--- src/rtl/nibble_serial_comparator_pkg.sv ---
// Shared types and helpers for the nibble-serial magnitude comparator.
package nibble_serial_comparator_pkg;

  typedef enum logic [1:0] {
    IDLE = 2'd0,
    RUN  = 2'd1,
    DONE = 2'd2
  } state_t;

  // One-hot compare result as produced by a slice and held at the outputs.
  typedef struct packed {
    logic eq;
    logic gt;
    logic lt;
  } cmp_t;

  // Result value that means "no unequal nibble seen yet".
  localparam cmp_t CMP_EQ = '{eq: 1'b1, gt: 1'b0, lt: 1'b0};

  // Widest operand the nibble selector can address.
  localparam int MAX_WIDTH = 256;

  function automatic int nibbles_of(input int width);
    return width / 4;
  endfunction

  // Counter width able to hold 0..NIBBLES.
  function automatic int count_width(input int width);
    return $clog2(width / 4 + 1);
  endfunction

  // Select nibble idx (0 = least significant) from a zero-extended operand.
  function automatic logic [3:0] nibble_sel(input logic [MAX_WIDTH-1:0] v, input int idx);
    return v[idx*4 +: 4];
  endfunction

endpackage

--- src/rtl/fourbit_comparator.sv ---
// Combinational 4-bit magnitude compare slice with cascade inputs.
// The cascade inputs pass through only when the two nibbles are equal.
module fourbit_comparator (
  input  logic [3:0] a_i,
  input  logic [3:0] b_i,
  input  logic       eq_i,
  input  logic       gt_i,
  input  logic       lt_i,
  output logic       eq_o,
  output logic       gt_o,
  output logic       lt_o
);

  // Local nibble decides; equal nibbles defer to the cascade.
  always_comb begin
    if (a_i > b_i) begin
      {eq_o, gt_o, lt_o} = 3'b010;
    end else if (a_i < b_i) begin
      {eq_o, gt_o, lt_o} = 3'b001;
    end else begin
      {eq_o, gt_o, lt_o} = {eq_i, gt_i, lt_i};
    end
  end

endmodule

--- src/rtl/nibble_serial_comparator.sv ---
// Wide unsigned compare walked MSB nibble first through a single 4-bit slice.
// Captures operands on an accepted start, optionally exits on the first
// unequal nibble, then reports held one-hot eq/gt/lt with a one-cycle done.
module nibble_serial_comparator
  import nibble_serial_comparator_pkg::*;
#(
  parameter  int WIDTH      = 16,
  parameter  bit EARLY_EXIT = 1'b1,
  localparam int NIBBLES    = nibbles_of(WIDTH),
  localparam int CW         = count_width(WIDTH),
  localparam int IW         = $clog2(NIBBLES)
) (
  input  logic             clk,
  input  logic             rst,
  input  logic             start,
  input  logic [WIDTH-1:0] a,
  input  logic [WIDTH-1:0] b,
  output logic             busy,
  output logic             done,
  output logic             eq,
  output logic             gt,
  output logic             lt,
  output logic [CW-1:0]    cycles
);

  state_t           state_q, state_d;
  logic [IW-1:0]    idx_q, idx_d;
  logic [WIDTH-1:0] a_q, a_d, b_q, b_d;
  logic [CW-1:0]    count_q, count_d;
  logic [CW-1:0]    cycles_q, cycles_d;
  cmp_t             sticky_q, sticky_d;
  cmp_t             res_q, res_d;
  cmp_t             slice;
  cmp_t             sticky_nx;
  logic [3:0]       nib_a, nib_b;
  logic             slice_ne;

  assign nib_a = nibble_sel(MAX_WIDTH'(a_q), int'(idx_q));
  assign nib_b = nibble_sel(MAX_WIDTH'(b_q), int'(idx_q));

  fourbit_comparator u_slice (
    .a_i  (nib_a),
    .b_i  (nib_b),
    .eq_i (CMP_EQ.eq),
    .gt_i (CMP_EQ.gt),
    .lt_i (CMP_EQ.lt),
    .eq_o (slice.eq),
    .gt_o (slice.gt),
    .lt_o (slice.lt)
  );

  assign slice_ne = slice.gt | slice.lt;

  // The first unequal nibble wins; later nibbles never override it.
  assign sticky_nx = (!(sticky_q.gt || sticky_q.lt) && slice_ne) ? slice : sticky_q;

  // Next-state, capture, nibble walk and result load.
  always_comb begin
    // NOTE: every target gets a default first so no path leaves it unassigned,
    // which would otherwise infer a latch.
    state_d  = state_q;
    idx_d    = idx_q;
    a_d      = a_q;
    b_d      = b_q;
    count_d  = count_q;
    sticky_d = sticky_q;
    res_d    = res_q;
    cycles_d = cycles_q;

    unique case (state_q)
      IDLE, DONE: begin
        if (start) begin
          a_d      = a;
          b_d      = b;
          idx_d    = IW'(NIBBLES - 1);
          count_d  = '0;
          sticky_d = CMP_EQ;
          state_d  = RUN;
        end else begin
          state_d  = IDLE;
        end
      end
      RUN: begin
        count_d  = count_q + CW'(1);
        sticky_d = sticky_nx;
        if ((EARLY_EXIT && slice_ne) || (idx_q == '0)) begin
          res_d    = sticky_nx;
          cycles_d = count_q + CW'(1);
          state_d  = DONE;
        end else begin
          idx_d    = idx_q - IW'(1);
        end
      end
      default: state_d = IDLE;
    endcase
  end

  // State and datapath registers with asynchronous active-high reset.
  always_ff @(posedge clk or posedge rst) begin
    if (rst) begin
      state_q  <= IDLE;
      idx_q    <= '0;
      a_q      <= '0;
      b_q      <= '0;
      count_q  <= '0;
      sticky_q <= CMP_EQ;
      res_q    <= '0;
      cycles_q <= '0;
    end else begin
      // NOTE: non-blocking assignments so every register samples pre-edge values.
      state_q  <= state_d;
      idx_q    <= idx_d;
      a_q      <= a_d;
      b_q      <= b_d;
      count_q  <= count_d;
      sticky_q <= sticky_d;
      res_q    <= res_d;
      cycles_q <= cycles_d;
    end
  end

  assign busy   = (state_q == RUN);
  assign done   = (state_q == DONE);
  assign eq     = res_q.eq;
  assign gt     = res_q.gt;
  assign lt     = res_q.lt;
  assign cycles = cycles_q;

endmodule

--- config.mk ---
export PLATFORM = sky130hd
export DESIGN_NAME = nibble_serial_comparator
export DESIGN_NICKNAME = d
export VERILOG_FILES = /design/src/rtl/nibble_serial_comparator_pkg.sv /design/src/rtl/fourbit_comparator.sv /design/src/rtl/nibble_serial_comparator.sv
export SDC_FILE = /design/constraint.sdc
export NUM_CORES = 1
export LEC_CHECK = 0
export CAP_MARGIN = 0
export CORE_MARGIN = 2
export CORE_UTILIZATION = 30
export CTS_CLUSTER_SIZE = 25
export DETAILED_ROUTE_END_ITERATION = 7
export SLEW_MARGIN = 20
export SYNTH_ARGS = -nofsm -noshare
export SYNTH_HDL_FRONTEND = slang
export SYNTH_HIERARCHICAL = 1
export SYNTH_SLANG_ARGS = --single-unit
--- constraint.sdc ---
create_clock -name clk -period 3.42 [get_ports clk]
set_input_delay 0.684 -clock clk [delete_from_list [all_inputs] [get_ports clk]]
set_output_delay 0.684 -clock clk [all_outputs]
set_load 0.05 [all_outputs]
After elaboration in Yosys (flattened, before gate mapping)
Cells that the tools add are included.
Widths: inputs -> output; s select.
{"block": "word_totals", "elab_cells": 52, "output_inout_bits": 8, "ff_bits": 48, "inputBits": 35}
{"block": "classes", "order_cmp": 2, "n_shift": 2, "n_eq_ne": 5, "bitwise_logic": 1, "reduce_logical": 12, "n_mux": 16, "addsub": 2}
{"op": "$shiftx 256x5->4", "n": 2}
{"op": "$pmux 3 s2", "n": 2}
{"op": "$mux 3", "n": 3}
{"op": "$pmux 2 s2", "n": 2}
{"op": "$mux 1", "n": 6}
{"op": "$mux 2", "n": 3}
{"op": "$reduce_and 2->1", "n": 3}
{"op": "$gt 4x4->1", "n": 1}
{"op": "$logic_not 2->1", "n": 2}
{"op": "$lt 4x4->1", "n": 1}
{"op": "$ne 2x2->1 const B", "n": 2}
{"op": "$add 3x1->3 const B", "n": 1}
{"op": "$reduce_and 3->1", "n": 1}
{"op": "$eq 2x1->1 const B", "n": 1}
{"op": "$eq 2x2->1 const B", "n": 1}
{"op": "$logic_or 1x1->1", "n": 2}
{"op": "$ne 2x1->1 const B", "n": 1}
{"op": "$reduce_bool 2->1", "n": 1}
{"op": "$reduce_or 2->1", "n": 1}
{"op": "$sub 2x1->2 const B", "n": 1}
{"op": "$logic_and 1x1->1", "n": 1}
{"op": "$logic_not 1->1", "n": 1}
{"op": "$or 1x1->1", "n": 1}

Longest topological paths before layout
{"block": "depth", "ltp_word": 8, "mapped_depth": 11, "mapped_depth_nobuf": 10}

Cells and area by module
Netlist, hierarchy kept.
{"module": "nibble_serial_comparator", "area_each_um2": 2095.8, "seq_area_each_um2": 1202.4, "instances": 1, "cells_per_inst": 146}
{"module": "fourbit_comparator", "area_each_um2": 137.6, "seq_area_each_um2": 0.0, "instances": 1, "cells_per_inst": 17}

Worst setup path before layout
No wires, ideal clock.
{"block": "synth_timing", "kind": "register -> register", "from": "register idx_q[0]", "to": "register cycles_q[1] (netlist: cycles[1])", "setup_ns": 0.125, "n_path_buf": 1, "setup_slack_ns": 0.634, "t_arrival_ns": 2.661, "period_less_slack_ns": 2.786, "required_time_ns": 3.295, "path_stages_with_launch": 10, "path_cell_list": "dfrtp_1 -> buf_4 -> mux4_2 -> ha_1 -> nor2b_4 -> o211ai_2 -> a22o_1 -> or3_1 -> nand2_1 -> mux2_2"}
{"item": "start: declaration", "line": "nibble_serial_comparator.sv:27", "text": "logic [IW-1:0] idx_q, idx_d;"}
{"item": "start signal: assignment", "line": "nibble_serial_comparator.sv:112", "text": "idx_q <= idx_d;"}
{"item": "end signal: assignment", "line": "nibble_serial_comparator.sv:118", "text": "cycles_q <= cycles_d;"}
{"item": "end: declaration", "line": "nibble_serial_comparator.sv:30", "text": "logic [CW-1:0] cycles_q, cycles_d;"}

==> metrics.txt <==
# TYPE chip_impl_metric gauge
chip_impl_metric{name="viasPerCell",unit=""} 4.54
chip_impl_metric{name="finalWirelength",unit="um"} 4150
chip_impl_metric{name="synth.yosys.warnings",unit=""} 6
chip_impl_metric{name="grt_max_degree",unit=""} 49
chip_impl_metric{name="initial_util",unit="%"} 31.0
chip_impl_metric{name="layout_worst_path_cycle_share",unit="%"} 89.3
chip_impl_info{name="tritoncts",value="done"} 1
chip_impl_metric{name="post_cts_resize_count",unit=""} 0
chip_impl_metric{name="route.antenna.remaining_nets",unit=""} 0
chip_impl_metric{name="post-route-cell-area",unit="um^2"} 2850
chip_impl_metric{name="fillCellCount",unit=""} 729
chip_impl_metric{name="dp_slack",unit="ns"} 0.327
chip_impl_metric{name="dpl.hpwl",unit="um"} 3040
chip_impl_info{name="worst_hold_path_type",value="register to register"} 1
chip_impl_metric{name="worst_case_register_to_register_setup_slack",unit="ns"} 0.37
chip_impl_metric{name="clock_skew",unit="ns"} 0.00379
chip_impl_metric{name="cts.sinks",unit=""} 48
chip_impl_metric{name="worstPathArrival",unit="ns"} 3.24
chip_impl_metric{name="ctsHtreeMaxLevel",unit=""} 2
chip_impl_metric{name="ant_diodes",unit=""} 0
chip_impl_metric{name="rr_worst_depth",unit=""} 7
chip_impl_metric{name="layout-drive-gt1-share",unit="%"} 28.7
chip_impl_metric{name="globalplace.congestion",unit=""} 0.730
chip_impl_metric{name="holdBufCountCts",unit=""} 0
chip_impl_metric{name="drt_drc_violations_left",unit=""} 0
chip_impl_metric{name="wire_length_of_the_first_global_routing_pass",unit="um"} 7060
chip_impl_metric{name="max_clock_freq",unit="MHz"} 328
chip_impl_metric{name="report.final.hold_viol_count",unit=""} 0
chip_impl_info{name="run_status",value="complete, no violations"} 1
chip_impl_info{name="critical_path.reg2reg.endpoint",value="cycles[1]"} 1
chip_impl_metric{name="antenna_violations_before_repair",unit=""} 0
chip_impl_metric{name="post_layout_nonfiller_instances",unit=""} 308
chip_impl_info{name="clock_root_cell",value="sky130_fd_sc_hd__clkbuf_8"} 1
chip_impl_metric{name="netlist_area",unit="um^2"} 2230
chip_impl_info{name="timing_worst_setup_path_type",value="register to register"} 1
chip_impl_metric{name="clock_tree.buffer_depth",unit=""} 2
chip_impl_metric{name="vdd_drop_max",unit="uV"} 270
chip_impl_info{name="min-delay-start",value="count_q[2]"} 1
chip_impl_metric{name="crit_required",unit="ns"} 3.60
chip_impl_metric{name="avgSynthCellArea",unit="um^2"} 13.7
chip_impl_metric{name="placed_area",unit="um^2"} 2770
chip_impl_metric{name="port-buffer-count",unit=""} 42
chip_impl_metric{name="final_max_slew_viol_count",unit=""} 0
chip_impl_metric{name="finalSetupViolations",unit=""} 0
chip_impl_metric{name="synth-seq-area-share",unit="%"} 53.8
chip_impl_metric{name="yosys_register_bits",unit=""} 48
chip_impl_info{name="critPathLaunchType",value="register"} 1
chip_impl_metric{name="power_density",unit="nW/um^2"} 975
chip_impl_info{name="hold-path-endpoint",value="count_q[2]"} 1
chip_impl_metric{name="layout.nets",unit=""} 250
chip_impl_metric{name="yosys.cell_types.count",unit=""} 33
chip_impl_metric{name="cts-buffers-inserted",unit=""} 5
chip_impl_metric{name="critical_path.max_fanout",unit=""} 9
chip_impl_metric{name="floorplan.io_pins",unit=""} 43
chip_impl_metric{name="detail_route.first_pass.iterations",unit=""} 4
chip_impl_metric{name="leakage",unit="uW"} 0.00120
chip_impl_info{name="cp-end-kind",value="register"} 1
chip_impl_metric{name="floorplan.die.height",unit="um"} 90.3
chip_impl_metric{name="chipWidth",unit="um"} 90.3
chip_impl_metric{name="final.setup.tns",unit="ns"} 0
chip_impl_metric{name="relative_area_change_from_synthesis_to_final_layout",unit="%"} 27.5
chip_impl_metric{name="route.vias.total",unit=""} 1399
chip_impl_metric{name="fin_ws",unit="ns"} 0.367
chip_impl_metric{name="holdPathStages",unit=""} 1
chip_impl_metric{name="hold-worst-slack",unit="ns"} 0.495
chip_impl_metric{name="syn_inst",unit=""} 163
chip_impl_metric{name="layout_min_cycle_time",unit="ns"} 3.05
chip_impl_metric{name="grt.total_usage",unit="%"} 10.9
chip_impl_metric{name="rows",unit=""} 31
chip_impl_metric{name="overflow",unit=""} 0
chip_impl_info{name="grt_setup_unrepaired",value="false"} 1
chip_impl_metric{name="clock_transition_at_the_register_clock_pins_on_the_worst_setup_and_hold_paths_after_cts",unit="ns"} 0.08
chip_impl_metric{name="max-cap-violations",unit=""} 0
chip_impl_metric{name="core-area",unit="um^2"} 7210
chip_impl_metric{name="worst_pin_slew",unit="ns"} 0.828
chip_impl_metric{name="placedCellCount",unit=""} 301
chip_impl_metric{name="first_global_vias",unit=""} 1431
chip_impl_metric{name="timing.max_slew.rel_slack",unit="%"} 44.8
chip_impl_metric{name="worst_skew_pair.late_latency",unit="ns"} 0.29
chip_impl_metric{name="dieArea",unit="um^2"} 8150
chip_impl_info{name="critical_path.reg2reg.startpoint",value="idx_q[0]"} 1
chip_impl_metric{name="post_cts_buffers",unit=""} 0
chip_impl_metric{name="drt_iter0_drc",unit=""} 67
chip_impl_metric{name="drt-wirelength-per-cell",unit="um"} 13.5
state kept, by name, summed over array words and instances (netlist names):
name      cells
a_q          16
b_q          16
count_q       3
cycles        3
eq            1
gt            1
idx_q         2
lt            1
state_q       2
sticky_q      3
where the power goes:
| part | switching, uW | internal [uW] | total [uW] |
|---|---|---|---|
| combinational | 719 | 733 | 1450 |
| clock | 172 | 139 | 311 |
| sequential | 181 | 833 | 1010 |
critical path: stages (launching register included):
cell and delay [ns]:
sky130_fd_sc_hd__dfrtp_1 0.64, sky130_fd_sc_hd__mux4_2 0.57, sky130_fd_sc_hd__ha_1 0.35, sky130_fd_sc_hd__a21oi_1 0.29, sky130_fd_sc_hd__a22oi_1 0.18, sky130_fd_sc_hd__or3_1 0.40
sky130_fd_sc_hd__nand2_1 0.16, sky130_fd_sc_hd__mux2_2 0.35
metal layers:
| layer | share of wire [%] | global-route usage [%] | vias up |
|---|---|---|---|
| met5 | 0 | 0 | - |
| met4 | 1.7 | 3.46 | 0 |
| met3 | 4.2 | 3.26 | 7 |
| met2 | 43 | 15.8 | 33 |
| met1 | 51 | 15.5 | 683 |
| li1 | - | - | 676 |
worst max path at each step:
stage | endpoint | from | slack (ns) | cells past startpoint
floorplan | cycles[1] | idx_q[0] | 0.63 | 9
detailed placement | cycles[1] | idx_q[0] | 0.33 | 7
global route | cycles[1] | idx_q[0] | 0.05 | 7
finish | cycles[1] | idx_q[0] | 0.37 | 7
global placement | cycles[1] | idx_q[0] | 0.39 | 8
CTS | cycles[1] | idx_q[0] | 0.31 | 7
Yosys cell counts:
| master | n | area [um^2] |
|---|---|---|
| sky130_fd_sc_hd__dfrtp_1 | 47 | 1180 |
| sky130_fd_sc_hd__mux2_2 | 35 | 394 |
| sky130_fd_sc_hd__inv_1 | 9 | 33.8 |
| sky130_fd_sc_hd__mux4_2 | 8 | 180 |
| sky130_fd_sc_hd__o21ai_0 | 8 | 40.0 |
| sky130_fd_sc_hd__ha_1 | 6 | 75.1 |
| sky130_fd_sc_hd__nor2_1 | 6 | 22.5 |
| sky130_fd_sc_hd__a21oi_1 | 4 | 20.0 |
| sky130_fd_sc_hd__buf_2 | 4 | 20.0 |
| sky130_fd_sc_hd__nor2b_1 | 4 | 25.0 |
| sky130_fd_sc_hd__a31oi_1 | 3 | 18.8 |
| sky130_fd_sc_hd__buf_4 | 3 | 22.5 |
| sky130_fd_sc_hd__nand2_1 | 3 | 11.3 |
| sky130_fd_sc_hd__a22o_1 | 2 | 17.5 |
| sky130_fd_sc_hd__conb_1 | 2 | 7.51 |
| sky130_fd_sc_hd__nor3_1 | 2 | 10.0 |
| sky130_fd_sc_hd__a211oi_1 | 1 | 7.51 |
| sky130_fd_sc_hd__a21o_2 | 1 | 8.76 |
| sky130_fd_sc_hd__a21oi_2 | 1 | 8.76 |
| sky130_fd_sc_hd__a22oi_1 | 1 | 7.51 |
| sky130_fd_sc_hd__and4_1 | 1 | 8.76 |
| sky130_fd_sc_hd__dfstp_2 | 1 | 26.3 |
| sky130_fd_sc_hd__inv_2 | 1 | 3.75 |
| sky130_fd_sc_hd__mux2i_1 | 1 | 10.0 |
| sky130_fd_sc_hd__nand2b_1 | 1 | 6.26 |
| sky130_fd_sc_hd__nand3_1 | 1 | 5.00 |
| sky130_fd_sc_hd__nor2b_4 | 1 | 13.8 |
| sky130_fd_sc_hd__o211ai_2 | 1 | 12.5 |
| sky130_fd_sc_hd__o21a_1 | 1 | 7.51 |
| sky130_fd_sc_hd__o31ai_1 | 1 | 7.51 |
| sky130_fd_sc_hd__or3_1 | 1 | 6.26 |
| sky130_fd_sc_hd__or4b_1 | 1 | 10.0 |
| sky130_fd_sc_hd__xnor2_1 | 1 | 8.76 |
metrics by stage:
step / util (%) / power (uW)
finish: 39.5 / 2780
global route: 39.5 / 3010
CTS: 39.5 / 2810
detailed placement: 38.4 / 2490
global placement: 38.4 / 2470
floorplan: - / 2090
cell type report:
class / count / area [um^2] / share of cell area (%)
well taps: 99 / 124 / 4.35
clock inverters: 1 / 5.00 / 0.176
clock buffers: 6 / 72.6 / 2.55
multi-input cells: 99 / 962 / 33.8
inverters: 10 / 38.8 / 1.36
repair buffers: 45 / 443 / 15.6
flip-flops and latches: 48 / 1200 / 42.2
logic make-up (layout without fill, tap and decap cells):
kind of cell	Yosys count	count (layout)	synth area share [%]
xor gates and xnor gates	1	1	0.392
other	2	3	0.336
muxes	44	44	26.2
and+or+nand+nor	21	21	5.32
adders and majority gates	6	6	3.36
buffers and inverters	17	62	3.59
AOI/OAI and AO/OA	24	24	7.00
DFF	48	48	53.8
cells in the final DEF (no fill, tap or decap), types with 3 or more instances in the layout:
master and n:
sky130_fd_sc_hd__mux4_2 8, sky130_fd_sc_hd__dfrtp_1 47, sky130_fd_sc_hd__clkdlybuf4s50_1 42, sky130_fd_sc_hd__nor2b_1 3, sky130_fd_sc_hd__inv_1 8, sky130_fd_sc_hd__conb_1 3
sky130_fd_sc_hd__clkbuf_8 5, sky130_fd_sc_hd__o21ai_0 8, sky130_fd_sc_hd__nor2_1 6, sky130_fd_sc_hd__buf_4 3, sky130_fd_sc_hd__a31oi_1 3, sky130_fd_sc_hd__a21oi_1 4
sky130_fd_sc_hd__ha_1 6, sky130_fd_sc_hd__nand2_1 3, sky130_fd_sc_hd__mux2_2 35
(Power assumes the default switching activity.)
==> RTL change, RTL diff (same settings) <==
Re-encode `state_t` (3 states) as one-hot, 3 bits wide.
--- a/src/rtl/nibble_serial_comparator_pkg.sv
+++ b/src/rtl/nibble_serial_comparator_pkg.sv
@@ -1,10 +1,10 @@
 // Shared types and helpers for the nibble-serial magnitude comparator.
 package nibble_serial_comparator_pkg;
 
-  typedef enum logic [1:0] {
-    IDLE = 2'd0,
-    RUN  = 2'd1,
-    DONE = 2'd2
+  typedef enum logic [2:0] {
+    IDLE = 3'b001,
+    RUN  = 3'b010,
+    DONE = 3'b100
   } state_t;
 
   // One-hot compare result as produced by a slice and held at the outputs.
Function: same outputs for any inputs over 10 cycles, from zero or initial values and one cycle with rst high; not proved beyond that.
==> RTL change against the unedited design <==
Area after synthesis grew 3.4%; wire length shrank 0.29%; total power grew 2.5%; die area grew 3.2%; global-route usage is essentially flat; critical path type is now flip-flop to output port; sequential cell count grew 1; cell area grew 1.5%; worst setup slack gained 52 ps.
==> RTL change: results <==
set metrics [dict create \
    cts_buffers 5 \
    layout_setup_ws_ps 420 \
    cpPeakStageDelay_ps 830 \
    placed_cells 303 \
    cp_data_arrival_time_ps 2320 \
    synthCells 167 \
    cp_slowest_cell "clkdlybuf4s50_1" \
    finalClockSkew_ps 6.96 \
    synthTopCellsByArea "dfrtp_1, mux2_2, mux4_2" \
    fillers 722 \
    ys.flop_type "dfrtp_1" \
    route.met2.wl_microns 1900 \
    layout.nets 252 \
    switchingPower_w 0.00107 \
    status "finished clean" \
    pwr-share-seq_pct 36.4 \
    hpwl_microns 2990 \
    ctsResizeCount 0 \
    wl_met3_microns 191 \
    synth_common_cells "dfrtp_1, mux2_2, a21oi_1" \
    grt_use_total_pct 10.9 \
    rrSetupSlack_ps 570 \
    reg.largest.list "a_q (16), b_q (16)" \
    drive_gt1_share_pct 28.4 \
    drt-vias-per-instance 4.52 \
    relSlewSlack_pct 44.6 \
    use_met3_pct 2.88 \
    via_count 1401 \
    whs_ps 493 \
    powerClk_w 0.000315 \
    synth.distinct_cells 39 \
    wl_met1_microns 2000 \
    drtIter0Drc 60 \
    grt_pass1_wl_microns 7260 \
    routedWlPerCell_microns 13.4 \
    antennaDiodeCount 0 \
    yosysSeqAreaShare_pct 53.2 \
    htree_num_levels 2 \
    cts_buffer_depth 2 \
    hp-class "flip-flop to flip-flop" \
    power.leakage_nw 1.21 \
    reg2reg_depth 9 \
    clockPowerShare_pct 11.0 \
    cts.reportedPaths.clkPinSlew_ps 80 \
    place_area_sq_um 2810 \
    grt_use_met1_pct 14.8 \
    grt_util_met2_pct 17.0 \
    routabilityCongestion 0.736 \
    power_leader "combinational cells" \
    grt_max_degree 50 \
    vdd_drop_max_uv 243 \
    grt_pass1_vias 1504 \
    cpLargestDelayFamily "buffers and inverters" \
]
RTL change: cell type report:
cell class / count / area, sq um / share of cell area (%)
inverter: 10 / 38.8 / 1.34
multi-input combinational: 101 / 986 / 34.1
tap: 99 / 124 / 4.29
clock inverter: 1 / 5.00 / 0.173
sequential: 49 / 1230 / 42.5
clock buffer: 6 / 72.6 / 2.51
timing repair buffer: 44 / 435 / 15.1
RTL change: kinds of logic after synthesis:
logic type,Yosys count,synth area share [%]
AOI/OAI and AO/OA,23,6.67
DFF,49,53.2
muxes,43,24.9
xor gates and xnor gates,2,0.759
buffers and inverters,18,4.50
adders and majority gates,6,3.25
other,2,0.325
and+or+nand+nor,24,6.34
RTL change: worst paths after layout:
check                      startpoint    endpoint
min reg2reg                   a_q[11]     a_q[11]
min                           a_q[11]     a_q[11]
max in group asynchronous         rst  state_q[2]
max                        state_q[2]        busy
max reg2reg                  idx_q[0]    idx_q[0]
min in group asynchronous         rst      a_q[7]
